==> src/rtl/reaction_pkg.sv <==
// Shared types and constants for the reaction-game sequencer.
package reaction_pkg;

  typedef enum logic [2:0] {
    S_IDLE  = 3'd0,
    S_ARMED = 3'd1,
    S_GO    = 3'd2,
    S_DONE  = 3'd3,
    S_FOUL  = 3'd4
  } state_e;

  localparam int          LFSR_W    = 16;
  // Fibonacci taps 16,14,13,11 expressed as bit positions 15,13,12,10.
  localparam logic [15:0] LFSR_TAPS = 16'hB400;

endpackage

==> src/rtl/reaction_ctrl_if.sv <==
// Button/tick inputs and lamp/result outputs of the reaction sequencer.
interface reaction_ctrl_if #(
  parameter int RES_W = 14
);
  logic             clk_ms;
  logic             start;
  logic             react;
  logic             led_go;
  logic             busy;
  logic [RES_W-1:0] result_ms;
  logic             result_valid;
  logic             foul;
  logic             timeout;

  modport master (
    output clk_ms, start, react,
    input  led_go, busy, result_ms, result_valid, foul, timeout
  );

  modport slave (
    input  clk_ms, start, react,
    output led_go, busy, result_ms, result_valid, foul, timeout
  );
endinterface

==> src/rtl/reaction_lfsr.sv <==
// Free-running 16-bit Fibonacci LFSR; new value every enabled clk, no backpressure.
module reaction_lfsr
  import reaction_pkg::*;
#(
  parameter logic [LFSR_W-1:0] SEED = 16'hACE1
) (
  input  logic              clk,
  input  logic              rst_n,
  input  logic              en_i,
  output logic [LFSR_W-1:0] lfsr_o
);

  logic [LFSR_W-1:0] lfsr_q;
  logic              fb;

  assign fb     = ^(lfsr_q & LFSR_TAPS);
  assign lfsr_o = lfsr_q;

  always_ff @(posedge clk) begin
    if (!rst_n) begin
      lfsr_q <= SEED;
    end else if (en_i) begin
      lfsr_q <= {lfsr_q[LFSR_W-2:0], fb};
    end
  end

endmodule

==> src/rtl/reaction_ctrl.sv <==
// Reaction-game sequencer: random arm delay, GO lamp, ms reaction count, foul/timeout.
// All outputs registered (1 clk after the deciding edge); inputs are never backpressured.
module reaction_ctrl
  import reaction_pkg::*;
#(
  parameter int          DELAY_MIN_MS = 1000,
  parameter int          DELAY_MASK   = 2047,
  parameter int          MAX_MS       = 9999,
  parameter int          RES_W        = 14,
  parameter logic [15:0] LFSR_SEED    = 16'hACE1
) (
  input  logic             clk,
  input  logic             rst_n,
  reaction_ctrl_if.slave   bus
);

  localparam logic [LFSR_W-1:0] MASK16 = LFSR_W'(DELAY_MASK);
  localparam logic [RES_W-1:0]  ONE    = RES_W'(1);
  localparam logic [RES_W-1:0]  MAX_R  = RES_W'(MAX_MS);
  localparam logic [RES_W-1:0]  MAX_M1 = RES_W'(MAX_MS - 1);

  logic              clk_ms_q, start_q, react_q;
  logic              ms_tick, start_e, react_e;
  logic [LFSR_W-1:0] lfsr;
  logic [RES_W-1:0]  dly_init_d;

  state_e            state_q;
  logic [RES_W-1:0]  dly_cnt_q, rt_cnt_q, result_q;
  logic              rv_q, foul_q, timeout_q, led_go_q, busy_q;

  always_ff @(posedge clk) begin
    if (!rst_n) begin
      clk_ms_q <= 1'b0;
      start_q  <= 1'b0;
      react_q  <= 1'b0;
    end else begin
      clk_ms_q <= bus.clk_ms;
      start_q  <= bus.start;
      react_q  <= bus.react;
    end
  end

  assign ms_tick = bus.clk_ms & ~clk_ms_q;
  assign start_e = bus.start  & ~start_q;
  assign react_e = bus.react  & ~react_q;

  reaction_lfsr #(
    .SEED (LFSR_SEED)
  ) u_lfsr (
    .clk    (clk),
    .rst_n  (rst_n),
    .en_i   (1'b1),
    .lfsr_o (lfsr)
  );

  assign dly_init_d = RES_W'(DELAY_MIN_MS) + RES_W'(lfsr & MASK16);

  always_ff @(posedge clk) begin
    if (!rst_n) begin
      state_q   <= S_IDLE;
      dly_cnt_q <= '0;
      rt_cnt_q  <= '0;
      result_q  <= '0;
      rv_q      <= 1'b0;
      foul_q    <= 1'b0;
      timeout_q <= 1'b0;
      led_go_q  <= 1'b0;
      busy_q    <= 1'b0;
    end else begin
      rv_q <= 1'b0;
      unique case (state_q)
        S_IDLE, S_DONE, S_FOUL: begin
          if (start_e) begin
            state_q   <= S_ARMED;
            dly_cnt_q <= dly_init_d;
            foul_q    <= 1'b0;
            timeout_q <= 1'b0;
            busy_q    <= 1'b1;
          end
        end
        S_ARMED: begin
          // A press wins over a tick that would have expired the delay.
          if (react_e) begin
            state_q <= S_FOUL;
            foul_q  <= 1'b1;
            busy_q  <= 1'b0;
          end else if (ms_tick) begin
            dly_cnt_q <= dly_cnt_q - ONE;
            if (dly_cnt_q == ONE) begin
              state_q  <= S_GO;
              rt_cnt_q <= '0;
              led_go_q <= 1'b1;
            end
          end
        end
        S_GO: begin
          if (react_e) begin
            state_q  <= S_DONE;
            result_q <= rt_cnt_q;
            rv_q     <= 1'b1;
            led_go_q <= 1'b0;
            busy_q   <= 1'b0;
          end else if (ms_tick) begin
            rt_cnt_q <= rt_cnt_q + ONE;
            if (rt_cnt_q == MAX_M1) begin
              state_q   <= S_DONE;
              result_q  <= MAX_R;
              timeout_q <= 1'b1;
              rv_q      <= 1'b1;
              led_go_q  <= 1'b0;
              busy_q    <= 1'b0;
            end
          end
        end
        default: begin
          state_q  <= S_IDLE;
          led_go_q <= 1'b0;
          busy_q   <= 1'b0;
        end
      endcase
    end
  end

  assign bus.led_go       = led_go_q;
  assign bus.busy         = busy_q;
  assign bus.result_ms    = result_q;
  assign bus.result_valid = rv_q;
  assign bus.foul         = foul_q;
  assign bus.timeout      = timeout_q;

endmodule

==> src/flat_wrapper.sv <==
// flat-port wrapper written by rule: the top's interface ports become plain ports
module reaction_ctrl_flat import reaction_pkg::*;
#(
  parameter int          DELAY_MIN_MS = 1000,
  parameter int          DELAY_MASK   = 2047,
  parameter int          MAX_MS       = 9999,
  parameter int          RES_W        = 14,
  parameter logic [15:0] LFSR_SEED    = 16'hACE1
)
  (clk, rst_n, bus_clk_ms, bus_start, bus_react, bus_led_go, bus_busy, bus_result_ms, bus_result_valid, bus_foul, bus_timeout);
  reaction_ctrl_if #(.RES_W(RES_W)) bus_i ();
  input  logic clk;
  input  logic rst_n;
  input wire logic [$bits(bus_i.clk_ms)-1:0] bus_clk_ms;
  input wire logic [$bits(bus_i.start)-1:0] bus_start;
  input wire logic [$bits(bus_i.react)-1:0] bus_react;
  output wire logic [$bits(bus_i.led_go)-1:0] bus_led_go;
  output wire logic [$bits(bus_i.busy)-1:0] bus_busy;
  output wire logic [$bits(bus_i.result_ms)-1:0] bus_result_ms;
  output wire logic [$bits(bus_i.result_valid)-1:0] bus_result_valid;
  output wire logic [$bits(bus_i.foul)-1:0] bus_foul;
  output wire logic [$bits(bus_i.timeout)-1:0] bus_timeout;
  assign bus_i.clk_ms = bus_clk_ms;
  assign bus_i.start = bus_start;
  assign bus_i.react = bus_react;
  assign bus_led_go = bus_i.led_go;
  assign bus_busy = bus_i.busy;
  assign bus_result_ms = bus_i.result_ms;
  assign bus_result_valid = bus_i.result_valid;
  assign bus_foul = bus_i.foul;
  assign bus_timeout = bus_i.timeout;
  reaction_ctrl #(.DELAY_MIN_MS(DELAY_MIN_MS), .DELAY_MASK(DELAY_MASK), .MAX_MS(MAX_MS), .RES_W(RES_W), .LFSR_SEED(LFSR_SEED)) u_core (.clk(clk), .rst_n(rst_n), .bus(bus_i));
endmodule
==> config.mk <==
export PLATFORM = sky130hd
export DESIGN_NAME = reaction_ctrl_flat
export DESIGN_NICKNAME = d
export VERILOG_FILES = /design/src/rtl/reaction_pkg.sv /design/src/rtl/reaction_ctrl_if.sv /design/src/rtl/reaction_lfsr.sv /design/src/rtl/reaction_ctrl.sv /design/src/flat_wrapper.sv
export SDC_FILE = /design/constraint.sdc
export NUM_CORES = 1
export LEC_CHECK = 0
export ABC_CLOCK_PERIOD_IN_PS = 2330
export BUFFER_PORTS_ARGS = -buffer_cell sky130_fd_sc_hd__buf_4
export CAP_MARGIN = 25
export CELL_PAD_IN_SITES_DETAIL_PLACEMENT = 0
export CELL_PAD_IN_SITES_GLOBAL_PLACEMENT = 1
export CORE_ASPECT_RATIO = 0.7
export CORE_MARGIN = 1
export CORE_UTILIZATION = 35
export CTS_CLUSTER_SIZE = 8
export DETAILED_ROUTE_END_ITERATION = 8
export HOLD_SLACK_MARGIN = 0.08
export PLACE_DENSITY_LB_ADDON = 0.1
export SLEW_MARGIN = 30
export SYNTH_ARGS = -nofsm -noshare
export SYNTH_HDL_FRONTEND = slang
export SYNTH_SLANG_ARGS = --single-unit
==> constraint.sdc <==
create_clock -name clk -period 2.33 [get_ports clk]
set_input_delay 0.466 -clock clk [delete_from_list [all_inputs] [get_ports clk]]
set_output_delay 0.466 -clock clk [all_outputs]
set_load 0.1 [all_outputs]
==> Word level (Yosys, flattened, before mapping) <==
Index checks and enable logic that the tools add are counted.
Widths: inputs -> output; s select.
{ "op_classes": {"add_sub_neg": 3, "n_eq_ne": 18, "n_mux": 41, "bitwise": 7, "n_reduce_logical": 17} }
{ "op_table": {"columns": ["cell", "n"], "rows": [
  ["$mux 14", 11],
  ["$pmux 14 s2", 2],
  ["$mux 3", 7],
  ["$mux 1", 16],
  ["$reduce_xor 16->1", 1],
  ["$add 14x1->14 const B", 1],
  ["$eq 14x1->1 const B", 1],
  ["$eq 14x14->1 const B", 1],
  ["$sub 14x1->14 const B", 1],
  ["$add 10x11->12 const A", 1],
  ["$ne 2x1->1 const B", 6],
  ["$ne 3x1->1 const B", 4],
  ["$reduce_and 6->1", 2],
  ["$reduce_and 5->1", 2],
  ["$reduce_bool 2->1", 5],
  ["$pmux 3 s3", 1],
  ["$reduce_and 4->1", 2],
  ["$eq 3x2->1 const B", 2],
  ["$pmux 1 s3", 2],
  ["$reduce_and 3->1", 2],
  ["$ne 2x2->1 const B", 2],
  ["$not 1->1", 4],
  ["$pmux 1 s2", 2],
  ["$and 1x1->1", 3],
  ["5 further kinds", 5]
]} }
{ "totals": {"ff_bits": 69, "word_cells": 99} }

==> Depth between registers and ports, before layout <==
Gate-level depths: netlist (run 1).
{ "depth": {"word_depth": 5, "ltp_mapped": 8, "depth_no_buf": 7} }

==> By module <==
A second synthesis (run 1) with hierarchy kept.
{ "hier_totals": {"hier_cells": 397, "area_unflattened_um2": 3405.8} }
{ "modules_own_cells": {"columns": ["module", "instances", "cells_per_inst", "area_per_inst_um2", "seq_area_each_um2"], "rows": [
  ["reaction_ctrl", 1, 343, 2775.2, 1061.0],
  ["reaction_lfsr", 1, 54, 630.6, 320.3]
]} }

==> Worst setup path after synthesis (run 1) <==
OpenSTA, ideal clock, no wires.
{ "synth_timing": {"kind": "input port to flip-flop", "start": "input port bus_react", "end": "register u_core.rt_cnt_q[13]", "setup_time_ns": 0.070, "arrival_time_ns": 1.785, "required_ns": 2.260, "setup_slack_ns": 0.475, "stages": 6, "n_path_buf": 1, "path_cell_list": "nor2b_1 buf_1 nor3_1 nand2_1 or4_1 a21oi_1"} }
{ "synth_between": {"elab_chain_len": 3, "elab_cells_between_ends": 4, "cone_classes": "eq/ne: 2; bitwise: 1; reduce/logical: 1"} }
{ "synth_lines": {"columns": ["element", "line", "rtl"], "rows": [
  ["start: declaration", "flat_wrapper.sv:16", "input wire logic [$bits(bus_i.react)-1:0] bus_react;"],
  ["$and 1x1->1 (*)", "reaction_ctrl.sv:45", "assign react_e = bus.react & ~react_q;"],
  ["$ne 2x2->1 (no line)", null, null],
  ["$reduce_and 6->1 (no line) (*)", null, null],
  ["end signal: assignment", "reaction_ctrl.sv:104", "rt_cnt_q <= rt_cnt_q + ONE;"],
  ["end: declaration", "reaction_ctrl.sv:28", "logic [RES_W-1:0] dly_cnt_q, rt_cnt_q, result_q;"]
]} }
Every way passes the cells marked *; elsewhere a longest branch is shown, timed or not.
A chain may end at the register's enable or synchronous reset.

==> Worst setup path after layout (run 1) <==
{ "layout_timing": {"start": "register u_core.dly_cnt_q[4]", "end": "register u_core.rt_cnt_q[13]"} }
{ "layout_between": {"elab_chain_len": 3} }
{ "layout_lines": {"columns": ["element", "line", "rtl"], "rows": [
  ["start: declaration", "reaction_ctrl.sv:28", null],
  ["start signal: assignment", "reaction_ctrl.sv:75", "dly_cnt_q <= dly_init_d;"],
  ["start signal: assignment", "reaction_ctrl.sv:88", "dly_cnt_q <= dly_cnt_q - ONE;"],
  ["$eq 14x1->1", "reaction_ctrl.sv:89", "if (dly_cnt_q == ONE) begin"],
  ["$ne 2x1->1 (no line)", null, null],
  ["$reduce_and 6->1 (no line)", null, null]
]} }
Every way passes these cells.

==> results.sh, run 1 <==
export IMPL_ys_seq_elements=69
export IMPL_hold_viol=0
export IMPL_place_gp_congestion=0.804
export IMPL_post_cts_resized=0
export IMPL_maxCapViolCount=0
export IMPL_finalCritPeriodShare=0.860
export IMPL_grt_pass1_vias=2493
export IMPL_path_clk_slew_ps=60
export IMPL_p_int_w=0.00273
export IMPL_hp_class="input pin to flop"
export IMPL_synth_area_leaders="dfxtp_1 44%, a21oi_1 5.0%, nand2_1 4.1%, nor2_1 3.5%, o221a_2 3.2%"
export IMPL_stdcell_count=514
export IMPL_multi_input_area_um2=1650
export IMPL_drt_iter0_drc=164
export IMPL_dp_hpwl_um=5770
export IMPL_syn2layout_area_growth_pct=21.8
export IMPL_rows=28
export IMPL_use_met2=0.240
export IMPL_dp_cells=498
export IMPL_slowest_stage="or4_1"
export IMPL_port_buffers=23
export IMPL_wl_um=8120
export IMPL_cp_arrival_ps=2270
export IMPL_synth_fa_ha_area_frac=0.0200
export IMPL_nFillCells=867
export IMPL_synth_simple_area_share=0.253
export IMPL_synth_avg_cell_area_um2=8.80
export IMPL_fmax_mhz=499
export IMPL_power_share_clock=0.308
export IMPL_nets=399
export IMPL_switching_share=0.384
export IMPL_synth_top_family_by_area="simple AND/OR/NAND/NOR gates"
export IMPL_synth_area_leader_cell="dfxtp_1"
export IMPL_timing_slew_headroom=0.554
export IMPL_initial_core_util=0.365
export IMPL_remaining_drc_errors=0
export IMPL_routed_via_density=5.16
export IMPL_p_sw_w=0.00170
export IMPL_clockBufferDepth=2
export IMPL_p_comb_frac=0.357
export IMPL_cts_setup_buffers=0
export IMPL_crit_type="flop to flop"
export IMPL_cts_sinks=69
export IMPL_ios=24
export IMPL_p_leak_nw=1.41
export IMPL_postSynthCellCount=356
export IMPL_ant_nets=0
export IMPL_htree_levels=3
export IMPL_min_period_ps=2000
export IMPL_final_max_slew_viol_count=0
export IMPL_busiest_layer="met1"
export IMPL_powerDensity_nw_per_um2=1160
export IMPL_root_buffer="clkbuf_16"
export IMPL_fin_util=0.445
export IMPL_cts_hold_fix_buffers=0
export IMPL_cts_buffers=9
export IMPL_power_w=0.00443
export IMPL_syn_nets=366
export IMPL_fp_dieH_um=81.2
export IMPL_synthArstFlopShare=0
export IMPL_antenna_found_initial=0
export IMPL_synth_top_flop_cell="dfxtp_1"
export IMPL_max_stage_delay_ps=550
export IMPL_crit_chain="nor4_1 -> and4_4 -> a21oi_2 -> or4_1 -> a21oi_1"
export IMPL_grt_pass1_wl_um=13600
export IMPL_rsz0062_at_grt="no"
export IMPL_end_kind="flop"
export IMPL_ys_types=57
export IMPL_syn_cell_area_um2=3130
export IMPL_crit_path_max_fanout=18
export IMPL_ys_seq_area_frac=0.441
export IMPL_pwr_share_seq=0.335
export IMPL_finClkSkew_ps=5.76
export IMPL_ys_warn_count=0
export IMPL_synth_xor_area_share=0.0391
export IMPL_wl_per_cell_um=15.8
export IMPL_peakVddDrop_v=0.000565
export IMPL_yosys_area_top_type_share=0.441
export IMPL_track_usage=0.197
export IMPL_dieWidth_um=115
export IMPL_startpoint_type="flop"
export IMPL_core_um2=8580
export IMPL_cts_tree="done"
export IMPL_critPathRequiredTime_ps=2590
export IMPL_vias=2653
export IMPL_synth_compound_area_frac=0.214
export IMPL_grt_overflow_total=0
export IMPL_synthMuxAreaShare=0
export IMPL_grt_start_max_net_pins=36
export IMPL_drive_gt1_frac=0.190
export IMPL_dr_pass1_iters=4
export IMPL_num_antenna_cells=0
export IMPL_synth_edff_count=0
export IMPL_met1_usage=0.309
export IMPL_use_met3=0.0597
export IMPL_clkLatencyLatePin_ps=340
export IMPL_tightestPinTransition_ps=669
export IMPL_status="finished, final reports clean"
export IMPL_final_common_cell="dfxtp_1"
export IMPL_mostFrequentLayoutCells="69 x dfxtp_1, 42 x buf_4, 34 x nand2_1"
export IMPL_finalSetupViolCount=0
export IMPL_die_area_um2=9340
export IMPL_setup_tns_ps=0
export IMPL_seq_area_um2=1380
## per-layer routing
metal  share of wire  wire length (µm)  vias up
li1                -                 -     1363
met1            0.59              4760     1229
met2            0.35              2880       54
met3           0.047               379        7
met4           0.013               105        0
met5               0                 0        -
## worst paths after layout
check	from	to	slack, ps	cells past startpoint
min reg2reg	u_core.u_lfsr.lfsr_o[14]	u_core.u_lfsr.lfsr_o[15]	420	1
max	u_core.dly_cnt_q[4]	u_core.rt_cnt_q[13]	330	5
min	bus_react	u_core.react_q	340	2
max reg2reg	u_core.dly_cnt_q[4]	u_core.rt_cnt_q[13]	330	5
## power groups by stage
| stage | Combinational, W | Clock, W | Sequential (W) |
|---|---|---|---|
| after floorplan | 0.000925 | 0 | 0.00170 |
| after global placement | 0.00157 | 0 | 0.00151 |
| after detailed placement | 0.00156 | 0 | 0.00151 |
| after CTS | 0.00157 | 0.00140 | 0.00148 |
| after global routing | 0.00174 | 0.00146 | 0.00151 |
| final | 0.00158 | 0.00136 | 0.00149 |
## cell usage after synthesis (all sizes together), types with 5 or more instances
| cell | n |
|---|---|
| nor3 | 8 |
| buf | 9 |
| ha | 5 |
| nand3 | 7 |
| or4 | 7 |
| a21oi | 32 |
| o221a | 10 |
| inv | 5 |
| nand2b | 11 |
| o22ai | 7 |
| xor2 | 10 |
| and2 | 13 |
| nor3b | 5 |
| nor2 | 29 |
| o31ai | 6 |
| nand2 | 34 |
| clkbuf | 11 |
| nor4 | 5 |
| dfxtp | 69 |
| o21ai | 20 |
## sequential cells by signal, summed over array words and instances, names as in the netlist
| name | flops |
|---|---|
| u_core.react_q | 1 |
| u_core.bus.result_valid | 1 |
| u_core.bus.result_ms | 14 |
| u_core.dly_cnt_q | 14 |
| u_core.start_q | 1 |
| u_core.state_q | 3 |
| u_core.bus.foul | 1 |
| u_core.clk_ms_q | 1 |
| u_core.u_lfsr.lfsr_o | 16 |
| u_core.rt_cnt_q | 14 |
| u_core.bus.led_go | 1 |
| u_core.bus.timeout | 1 |
| u_core.bus.busy | 1 |
## area by class of cell
cell class                      count  area share
Clock inverter                      7      0.0197
Inverter                            6     0.00590
Sequential cell                    69       0.362
Tap cell                          120      0.0393
Multi-Input combinational cell    261       0.431
Clock buffer                        9      0.0590
Timing Repair Buffer               42      0.0826
## cell families after synthesis
logic type	after synthesis
compound gates	100
flops	69
xor+xnor	14
fa+ha+maj	5
simple gates	142
buf+inv	26
## critical path: cells and delay by family (launching register included)
family	cells	cell delay, ps
AO/OA/AOI/OAI	2	330
flip-flops	1	350
AND/OR/NAND/NOR	3	1250
## through the flow
| stage | instance area, µm² | setup WS, ps | hold slack, ps |
|---|---|---|---|
| final | 3820 | 325 | 340 |
| after global routing | 3820 | 155 | 339 |
| after CTS | 3820 | 330 | 333 |
| after detailed placement | 3520 | 304 | 406 |
| after global placement | 3520 | 318 | 392 |
| after floorplan | 3130 | 475 | 386 |
No activity file was read; power rests on OpenSTA's default activity.
==> run 2: changes to the inputs <==
- ABC_AREA: default -> 1
==> run 2 against run 1 <==
  * Synthesized cell count increased by 35%
  * Clock power up 16%
  * Setup slack better by 140 ps
  * Wire length grew 2.6%
  * Sequential power barely moved
  * Cell count increased by 23%
  * Clock-buffer cell count increased by 3
  * Maximum frequency up 7.4%
  * Combinational power rose by 15%
  * Sequential cell count stayed put
  * Critical path depth is 4 higher
  * Utilization down 1.4 points
  * Critical endpoint is now u_core.dly_cnt_q[11]
  * Largest power group unchanged
==> results.sh, run 2 <==
export IMPL_status="finished, final reports clean"
export IMPL_dr_pass1_iters=4
export IMPL_cts_hold_fix_buffers=0
export IMPL_whs_ps=313
export IMPL_vias=2990
export IMPL_ios=24
export IMPL_dieWidth_um=119
export IMPL_htree_levels=3
export IMPL_met1_usage=0.276
export IMPL_synth_area_leader_cell="dfxtp_1"
export IMPL_tightestPinTransition_ps=663
export IMPL_hp_class="input pin to flop"
export IMPL_grt_start_max_net_pins=26
export IMPL_end_kind="flop"
export IMPL_crit_path_max_fanout=16
export IMPL_mostFrequentLayoutCells="113 x nand2_1, 69 x dfxtp_1, 64 x inv_1"
export IMPL_routed_via_density=4.72
export IMPL_wl_per_cell_um=13.2
export IMPL_cts_sinks=69
export IMPL_clkLatencyLatePin_ps=340
export IMPL_ys_seq_elements=69
export IMPL_crit_type="flop to flop"
export IMPL_cp_arrival_ps=2120
export IMPL_path_clk_slew_ps=60
export IMPL_postSynthCellCount=480
export IMPL_use_met2=0.236
export IMPL_grt_overflow_total=0
export IMPL_die_area_um2=10100
export IMPL_ant_nets=0
export IMPL_core_um2=9220
export IMPL_ys_seq_area_frac=0.409
export IMPL_synth_avg_cell_area_um2=7.04
export IMPL_drive_gt1_frac=0.147
export IMPL_final_common_cell="nand2_1"
export IMPL_busiest_layer="met1"
export IMPL_yosys_cell_count_top_type="nand2_1"
export IMPL_finClkSkew_ps=6.59
export IMPL_synth_area_leaders="dfxtp_1 41%, nand2_1 13%, inv_1 7.1%, a21oi_1 6.8%, nand3_1 4.6%"
export IMPL_synth_edff_count=0
export IMPL_powerDensity_nw_per_um2=1230
export IMPL_finalCritPeriodShare=0.801
export IMPL_critPathRequiredTime_ps=2590
export IMPL_syn_nets=490
export IMPL_antenna_found_initial=0
export IMPL_wl_um=8330
export IMPL_startpoint_type="flop"
export IMPL_peakVddDrop_v=0.000468
export IMPL_cts_buffers=9
export IMPL_use_met3=0.0516
export IMPL_startpoint="u_core.state_q[2]"
export IMPL_min_period_ps=1870
export IMPL_p_leak_nw=1.72
export IMPL_cts_setup_buffers=0
export IMPL_dp_hpwl_um=6020
export IMPL_finalSetupViolCount=0
export IMPL_yosys_area_top_type_share=0.409
export IMPL_clockBufferDepth=2
export IMPL_track_usage=0.179
export IMPL_syn_cell_area_um2=3380
export IMPL_fin_util=0.431
export IMPL_ys_warn_count=0
export IMPL_nets=514
export IMPL_rsz0062_at_grt="no"
export IMPL_timing_slew_headroom=0.558
export IMPL_rows=29
export IMPL_grt_pass1_vias=2730
export IMPL_min_from="bus_clk_ms"
export IMPL_synth_top_flop_cell="dfxtp_1"
export IMPL_post_cts_resized=0
export IMPL_r2r_start="u_core.state_q[2]"
export IMPL_final_max_slew_viol_count=0
export IMPL_ys_types=35
export IMPL_drt_iter0_drc=178
export IMPL_remaining_drc_errors=0
export IMPL_cts_tree="done"
export IMPL_initial_core_util=0.366
export IMPL_place_gp_congestion=0.818
export IMPL_fmax_mhz=536
export IMPL_grt_pass1_wl_um=13800
export IMPL_fp_dieH_um=84.2
export IMPL_maxCapViolCount=0
export IMPL_synthTopCellsByCount="113 x nand2_1, 69 x dfxtp_1, 64 x inv_1"
export IMPL_syn2layout_area_growth_pct=17.6
export IMPL_port_buffers=23
export IMPL_root_buffer="clkbuf_16"
export IMPL_hold_viol=0
export IMPL_largest_reg_flops=16
export IMPL_num_antenna_cells=0
export IMPL_synthArstFlopShare=0
export IMPL_setup_tns_ps=0
## run 2: cell types whose count changed after synthesis, sizes merged, moves of 11 or more
cell,before,now
nand3,7,34
o21ai,20,32
and2,13,0
nor2,29,47
nand2,34,120
inv,5,70
nand2b,11,0
a21oi,32,49
## run 2: logic make-up (layout without fill, tap and decap cells)
group           count (synthesis)  in the layout  share of synthesized area
simple gates                  234            234                      0.318
compound gates                 84             84                      0.134
buf+inv                        84            113                      0.110
flops                          69             69                      0.409
fa+ha+maj                       5              5                     0.0185
xor+xnor                        4              4                     0.0104
## run 2: layer usage
metal	share of wire	wire length (µm)
met5	0	0
met4	0.0073	61
met3	0.056	467
met2	0.37	3100
met1	0.56	4700
## run 2: worst max-delay path, stage by stage (launching register included)
cell and delay (ps):
dfxtp_1 350, inv_2 90, nand3_2 250, inv_2 350, nand2_1 150, nand2_4 200, inv_6 100, o21ai_0 80
nand2_1 70, a21oi_1 150
## run 2: path summary, 6_finish.rpt
| path | end | slack [ps] | depth (start not counted) |
|---|---|---|---|
| min reg2reg | u_core.u_lfsr.lfsr_o[12] | 410 | 2 |
| max reg2reg | u_core.dly_cnt_q[11] | 460 | 9 |
| min | u_core.clk_ms_q | 310 | 3 |
| max | u_core.dly_cnt_q[11] | 460 | 9 |
## run 2: report_power, final
part           switching, W  leakage (nW)  internal, W
Clock              0.000508         0.167      0.00107
Sequential         0.000141         0.565      0.00135
Combinational       0.00131         0.984     0.000515
## run 2: cell type report
type	instances	area (µm²)
Timing Repair Buffer	27	203
Sequential cell	69	1380
Inverter	70	268
Tap cell	124	155
Clock buffer	12	246
Multi-Input combinational cell	327	1620
Fill cell	980	5240
Clock inverter	4	95.1
## run 2: per-stage QoR
| stage | setup WS [ps] | instance area [µm²] | cells | total power [W] |
|---|---|---|---|---|
| floorplan | 890 | 3380 | 480 | 0.00301 |
| global placement | 437 | 3630 | 617 | 0.00334 |
| detailed placement | 410 | 3630 | 617 | 0.00334 |
| CTS | 461 | 3970 | 633 | 0.00493 |
| global route | 269 | 3970 | 633 | 0.00522 |
| finish | 464 | 3970 | 633 | 0.00490 |
==> run 3: changes to the inputs <==
- ABC_AREA: 1 -> 0
- ABC_CLOCK_PERIOD_IN_PS: 2330 -> 1800
- clock period: 2.33 -> 1.8 ns (I/O delays scaled with it)
==> run 3 against run 2 <==
  * The run now ends with setup timing left
  * First-iteration DRC count grew 37%
  * Maximum frequency grew 3.7%
  * Utilization grew 7.5 points
  * Register-to-register slack lost 460 ps
  * Wire length grew 8.0%
  * Clock power grew 16%
  * Sequential share of layout area shrank 2.9 points
  * Clock skew grew 3.4 ps
  * Cell count shrank 11%
  * Via count shrank 4.0%
  * Setup slack lost 460 ps
  * Die area shrank 7.1%
  * Largest power group unchanged
==> results.sh, run 3 (synthesis gave the netlist of run 1 again) <==
export IMPL_status="complete, but fails checks"
export IMPL_peakVddDrop_v=0.000656
export IMPL_p_leak_nw=1.69
export IMPL_ios=24
export IMPL_root_buffer="clkbuf_16"
export IMPL_track_usage=0.205
export IMPL_path_buf_inv=1
export IMPL_finalSetupViolCount=1
export IMPL_min_period_ps=1800
export IMPL_final_max_slew_viol_count=0
export IMPL_seq_area_um2=1390
export IMPL_port_buffers=23
export IMPL_cts_buffers=9
export IMPL_critPathRequiredTime_ps=2080
export IMPL_final_common_cell="buf_4"
export IMPL_finClkSkew_ps=9.99
export IMPL_whs_ps=242
export IMPL_min_from="bus_start"
export IMPL_cts_tree="done"
export IMPL_antenna_found_initial=0
export IMPL_grt_pass1_vias=2651
export IMPL_hold_viol=0
export IMPL_r2r_start="u_core.dly_cnt_q[5]"
export IMPL_grt_start_max_net_pins=21
export IMPL_rows=28
export IMPL_wl_per_cell_um=16.0
export IMPL_cts_hold_fix_buffers=0
export IMPL_dieWidth_um=115
export IMPL_multi_input_area_um2=1800
export IMPL_r2r_cells=6
export IMPL_tightestPinTransition_ps=495
export IMPL_place_gp_congestion=0.850
export IMPL_r2r_slack_ps=-0.05
export IMPL_maxCapViolCount=0
export IMPL_initial_core_util=0.365
export IMPL_rsz0062_at_grt="yes"
export IMPL_layout_setup_ws_ps=-0.0500
export IMPL_vias=2871
export IMPL_die_area_um2=9340
export IMPL_nets=447
export IMPL_cp_arrival_ps=2080
export IMPL_drt_iter0_drc=244
export IMPL_crit_chain="nor4_4 -> buf_4 -> and4_4 -> a21oi_4 -> or4_1 -> a21oi_1"
export IMPL_ant_nets=0
export IMPL_grt_overflow_total=0
export IMPL_path_clk_slew_ps=60
export IMPL_min_path_cells=2
export IMPL_routed_via_density=5.11
export IMPL_drive_gt1_frac=0.339
export IMPL_htree_levels=3
export IMPL_timing_slew_headroom=0.661
export IMPL_hp_class="input pin to flop"
export IMPL_remaining_drc_errors=0
export IMPL_fmax_mhz=556
export IMPL_clkLatencyLatePin_ps=340
export IMPL_nFillCells=834
export IMPL_crit_path_max_fanout=7
export IMPL_grt_pass1_wl_um=14200
export IMPL_fp_dieH_um=81.2
export IMPL_dp_hpwl_um=6200
export IMPL_largest_reg_flops=16
export IMPL_power_w=0.00635
export IMPL_r2r_end="u_core.rt_cnt_q[12]"
export IMPL_finalCritPeriodShare=1.00
export IMPL_wl_um=9000
export IMPL_mostFrequentLayoutCells="86 x buf_4, 66 x dfxtp_1, 34 x nand2_1"
export IMPL_crit_family="simple AND/OR/NAND/NOR gates"
export IMPL_slowest_stage="or4_1"
export IMPL_num_antenna_cells=0
export IMPL_cts_sinks=69
export IMPL_hold_path_end="u_core.start_q"
export IMPL_startpoint_type="flop"
export IMPL_clockBufferDepth=2
export IMPL_powerDensity_nw_per_um2=1460
export IMPL_syn2layout_area_growth_pct=38.7
export IMPL_max_stage_delay_ps=510
export IMPL_dr_pass1_iters=4
export IMPL_end_kind="flop"
export IMPL_crit_type="flop to flop"
export IMPL_violations="setup timing"
export IMPL_core_um2=8580
export IMPL_setup_tns_ps=-0.0500
-- run 3: per-layer routing --
layer,GRT usage,wire length (µm)
met3,0.0664,366
met1,0.308,5150
met5,0,0
met4,0.0714,53
met2,0.266,3430
-- run 3: worst max path at each step --
stage	from	depth (start not counted)	to
2_1_floorplan	u_core.dly_cnt_q[7]	5	u_core.rt_cnt_q[12]
3_3_place_gp	u_core.dly_cnt_q[4]	6	u_core.rt_cnt_q[13]
3_5_place_dp	u_core.dly_cnt_q[4]	6	u_core.rt_cnt_q[13]
4_1_cts	u_core.dly_cnt_q[11]	6	u_core.rt_cnt_q[12]
5_1_grt	u_core.dly_cnt_q[4]	6	u_core.rt_cnt_q[12]
6_report	u_core.dly_cnt_q[5]	6	u_core.rt_cnt_q[12]
-- run 3: through the flow --
step,worst slack [ps],area [µm²],instances,utilization
floorplan,14.9,3130,356,-
detailed placement,-111,3840,540,0.448
global route,-94.2,4350,562,0.506
CTS,-41.1,4180,557,0.487
global placement,-41.2,3840,540,0.448
finish,-0.0500,4350,562,0.506
-- run 3: what timing repair did --
action | CTS | global route
pin swaps | 10 | 11
cloned | 1 | 1
buffers inserted | 0 | 4
endpoints found under the setup margin | 9 | 34
resized for setup | 5 | 32
-- run 3: final cells by class --
cell class                 count  share of cell area
clock inverter                 7              0.0184
timing repair buffer          89               0.158
tap                          120              0.0345
sequential                    69               0.319
inverter                       6             0.00518
multi-input combinational    262               0.413
clock buffer                   9              0.0518
-- run 3: power by group --
group | internal, W | switching, W
registers | 0.00173 | 0.000178
clock network | 0.00109 | 0.000744
logic | 0.00109 | 0.00152
total | 0.00391 | 0.00245
